===== src/rtl/usr_cnt.sv =====
// rtl/usr_cnt.sv - W-bit universal register cell: hold, shift, rotate, load, up/down count
`timescale 1ns/1ps
`celldefine
module usr_cnt #(
    parameter int           W  = 8,
    parameter logic [W-1:0] RV = '0
) (
    input  logic         CK,
    input  logic         R,
    input  logic         CE,
    input  logic [2:0]   M,
    input  logic [W-1:0] D,
    input  logic         DSR,
    input  logic         DSL,
    output logic [W-1:0] Q,
    output logic         SOR,
    output logic         SOL,
    output logic         TC
);

    localparam logic [2:0] M_HOLD = 3'b000;
    localparam logic [2:0] M_SHR  = 3'b001;
    localparam logic [2:0] M_SHL  = 3'b010;
    localparam logic [2:0] M_LOAD = 3'b011;
    localparam logic [2:0] M_ROR  = 3'b100;
    localparam logic [2:0] M_ROL  = 3'b101;
    localparam logic [2:0] M_UP   = 3'b110;
    localparam logic [2:0] M_DN   = 3'b111;

    // An unknown mode falls through to default and poisons Q on purpose.
    always_ff @(posedge CK) begin
        if (R) begin
            Q <= RV;
        end else if (CE) begin
            case (M)
                M_HOLD:  Q <= Q;
                M_SHR:   Q <= {DSR, Q[W-1:1]};
                M_SHL:   Q <= {Q[W-2:0], DSL};
                M_LOAD:  Q <= D;
                M_ROR:   Q <= {Q[0], Q[W-1:1]};
                M_ROL:   Q <= {Q[W-2:0], Q[W-1]};
                M_UP:    Q <= Q + W'(1);
                M_DN:    Q <= Q - W'(1);
                default: Q <= {W{1'bx}};
            endcase
        end
    end

    assign SOR = Q[0];
    assign SOL = Q[W-1];

    // Held low while R is asserted so a resetting stage never enables the next one.
    assign TC = !R && CE && (((M == M_UP) && (&Q)) || ((M == M_DN) && (Q == '0)));

endmodule
`endcelldefine


===== config.mk =====
export PLATFORM = sky130hd
export DESIGN_NAME = usr_cnt
export DESIGN_NICKNAME = d
export VERILOG_FILES = /design/src/rtl/usr_cnt.sv
export SDC_FILE = /design/constraint.sdc
export NUM_CORES = 1
export LEC_CHECK = 0
export BUFFER_PORTS_ARGS = -buffer_cell sky130_fd_sc_hd__buf_2
export CAP_MARGIN = 20
export CORE_AREA = 2 2 46 69
export CTS_CLUSTER_SIZE = 24
export DETAILED_ROUTE_END_ITERATION = 10
export DIE_AREA = 0 0 48 71
export GPL_TIMING_DRIVEN = 1
export SYNTH_ARGS = -nofsm -noshare
export SYNTH_HDL_FRONTEND = slang
export SYNTH_SLANG_ARGS = --single-unit

===== constraint.sdc =====
create_clock -name CK -period 2.25 [get_ports CK]
set_input_delay 0.675 -clock CK [delete_from_list [all_inputs] [get_ports CK]]
set_output_delay 0.675 -clock CK [all_outputs]
set_load 0.005 [all_outputs]

==> results by group <==
Floorplanning
  – Io pins: 27
  – FP Rows: 24
  – Die Footprint: 0.003408 sq mm
  – Core area: 0.002853 sq mm
  – Die H: 71 um
  – Initial core utilization: 0.3794
  – Die X: 48 um

Logic synthesis
  – Number of flops mapped to enable cells by yosys: 0
  – Post-synthesis xor/xnor area fraction: 0.02428
  – Post-synthesis sequential element count: 8
  – Syn avg cell area: 7.167 sq um
  – Ys Warns: 0
  – Net Count, Synth: 168
  – Largest family of logic cells by synthesized area: simple AND/OR/NAND/NOR gates
  – Multiplexer share of the synthesized area: 0.08439
  – Simple-gate area share of the yosys netlist: 0.3445
  – Synth Area in Adders: 0.01156
  – Top cells by area, synth: dfxtp_1 15%, mux2i_1 7.4%, nor2_1 6.6%
  – Post-synthesis sequential area ratio: 0.1480
  – Ys flop type: dfxtp_1
  – Yosys cell types: 47
  – Top cell type's share of synthesized area: 0.1480
  – Synthesized area: 0.001082 sq mm
  – Post-synthesis compound-gate area fraction: 0.2543
  – Syn Inst Count: 151
  – Most area-hungry cell type in the Yosys netlist: dfxtp_1
  – Post-synth ARST share: 0

STA
  – Setup TNS: -0.1329 ns
  – Fin. Hold Viols: 0
  – Hold Slack: 0.6493 ns
  – Final setup viols: 1
  – Final period util: 1.059
  – Max Clock Freq: 419.7 MHz
  – Slack of the critical path: -0.1329 ns
  – Fin. max-slew vios: 0
  – Worst Tran Pin Value: 0.4139 ns
  – Skew final: 0.001415 ns
  – Max-slew headroom: 0.7237
  – Unrepaired setup endpoints after global routing: true
  – Tmin final: 2.383 ns

Final layout
  – Largest regs: Q x8
  – Area Growth Syn to Fin: 26.47%
  – Layout cells sized above 1: 0.3370
  – Max FFs per register: 8
  – ANT cells: 0
  – Most common cell after layout, fill and taps aside: buf_2
  – Non-filler cells, final: 223
  – Fillcell total: 289
  – Most frequent cells in the layout: 25 x buf_2, 21 x buf_4, 17 x nor2_1
  – Post-layout util: 0.4798
  – Largest Register: Q
  – Post-layout nets: 203

Placement
  – DP Wirelength: 2596 um
  – GP Congestion: 0.9180
  – Pre-CTS WS: -0.2096 ns
  – Dpl cells: 220
  – Count of input and output buffers: 26

Critical path
  – Slowest CP cell: or4b_4
  – Crit Path Max Fanout: 2
  – Buf/Inv on CP: 2
  – Critical Path RT: 1.57 ns
  – Crit. End Element: output port
  – CP arrival: 1.71 ns
  – Crit Path Class: input port to output port
  – Crit path cell chain: buf_6, or4b_4, nor4_4, nor2_2, nor3_2, buf_2
  – Top delay family on crit path: simple AND/OR/NAND/NOR gates
  – Crit start category: input port
  – CP peak stage delay: 0.48 ns

Route
  – DRT Pass-1 Iters: 4
  – Final ANT Viol Nets: 0
  – Drt via density: 5.830
  – DRT iter0 DRCs: 76
  – DRC viols: 0
  – Vias: 1300
  – Routed WL: 3426 um
  – Drt wl/cell: 15.36 um

Status
  – Failing checks: negative setup slack
  – Status: finished with violations

Clock network
  – Post-CTS setup buffer count: 0
  – CTS max path bufs: 2
  – Worst-path clk slew: 0.04 ns
  – Total CTS buffers: 3
  – Clock sink count: 8
  – Clk_lat worst skew: 0.23 ns
  – CTS tree: done
  – CTS root buf: clkbuf_8
  – Hold_buf cts: 0
  – # H-tree levels: 1

Global routing
  – Largest net degree at the start of global routing: 20
  – First-pass GRT wire length: 5678 um
  – Total grt overflow: 0
  – GR Util All Layers: 0.2221
  – Vias in the first global route: 1256
  – Antenna violations before repair: 0

Power
  – Power per cell area: 437.1 mW/mm^2
  – Static leakage: 0.5959 nW
  – Peak VDD IR: 360.6 uV

Hold path
  – Hold WC Path Type: flip-flop to flip-flop

Run
  – Max-Cap Viols: 0
==> path summary, 6_finish.rpt <==
| check | from | endpoint | slack [ns] | depth (start not counted) |
|---|---|---|---|---|
| worst max-delay path | M[0] | TC | -0.13 | 6 |
| worst min-delay path | Q[0] | Q[0] | 0.65 | 3 |
| worst max register to register | Q[3] | Q[6] | 0.27 | 6 |
| worst min register to register | Q[0] | Q[0] | 0.65 | 3 |
==> kinds of logic (layout without fill, tap and decap cells) <==
kind of cell | Yosys count | count (layout)
adder cells (fa/ha/maj) | 1 | 1
AO/OA/AOI/OAI | 39 | 39
multiplexers | 9 | 9
XOR/XNOR | 3 | 3
AND/OR/NAND/NOR | 70 | 70
buffers and inverters | 21 | 54
flip-flops | 8 | 8
==> where the power goes <==
| group | internal [mW] | switching (mW) |
|---|---|---|
| Combinational | 0.117 | 0.142 |
| Sequential | 0.153 | 0.00988 |
| Clock | 0.116 | 0.0610 |
==> cells in the mapped netlist (all sizes together) (4+ instances only) <==
library cell / number
o22ai: 5
dfxtp: 8
a221oi: 4
nand2b: 5
a31oi: 4
nor3: 9
nand3: 4
mux2i: 8
nor2: 19
nor4: 5
a21oi: 8
buf: 12
inv: 4
clkbuf: 5
nand2: 13
==> final cells by class <==
| type | instances | area [sq um] | area share |
|---|---|---|---|
| Clock buffer | 3 | 41.29 | 0.03016 |
| Inverter | 4 | 15.01 | 0.01097 |
| Multi-Input combinational cell | 122 | 809.5 | 0.5914 |
| Sequential cell | 8 | 160.2 | 0.1170 |
| Tap cell | 39 | 48.80 | 0.03565 |
| Timing Repair Buffer | 47 | 294.0 | 0.2148 |
==> stage by stage <==
stage	total power [mW]	area, sq um
2_1_floorplan	0.3288	1082
3_3_place_gp	0.4051	1290
3_5_place_dp	0.4081	1290
4_1_cts	0.5889	1344
5_1_grt	0.6294	1369
6_report	0.5984	1369
==> routing by layer <==
| layer | up-vias | track usage | part of all wire |
|---|---|---|---|
| li1 | 628 | - | - |
| met5 | - | 0 | 0 |
| met4 | 0 | 0.1291 | 0.061 |
| met1 | 596 | 0.2886 | 0.41 |
| met2 | 56 | 0.3378 | 0.47 |
| met3 | 20 | 0.02296 | 0.059 |
==> worst reg2reg max path, cell delays in order (launching register included) <==
cell and delay (ns):
dfxtp_1 0.31, or4b_4 0.57, buf_4 0.18, or3_1 0.32
o22ai_2 0.17, mux2i_1 0.20, a31oi_1 0.11
==> repair_timing <==
item	4_1_cts	5_1_grt
setup endpoints to repair	1	2
resized for setup	2	5
pin swaps	0	0
No activity file was read; power rests on OpenSTA's default activity.
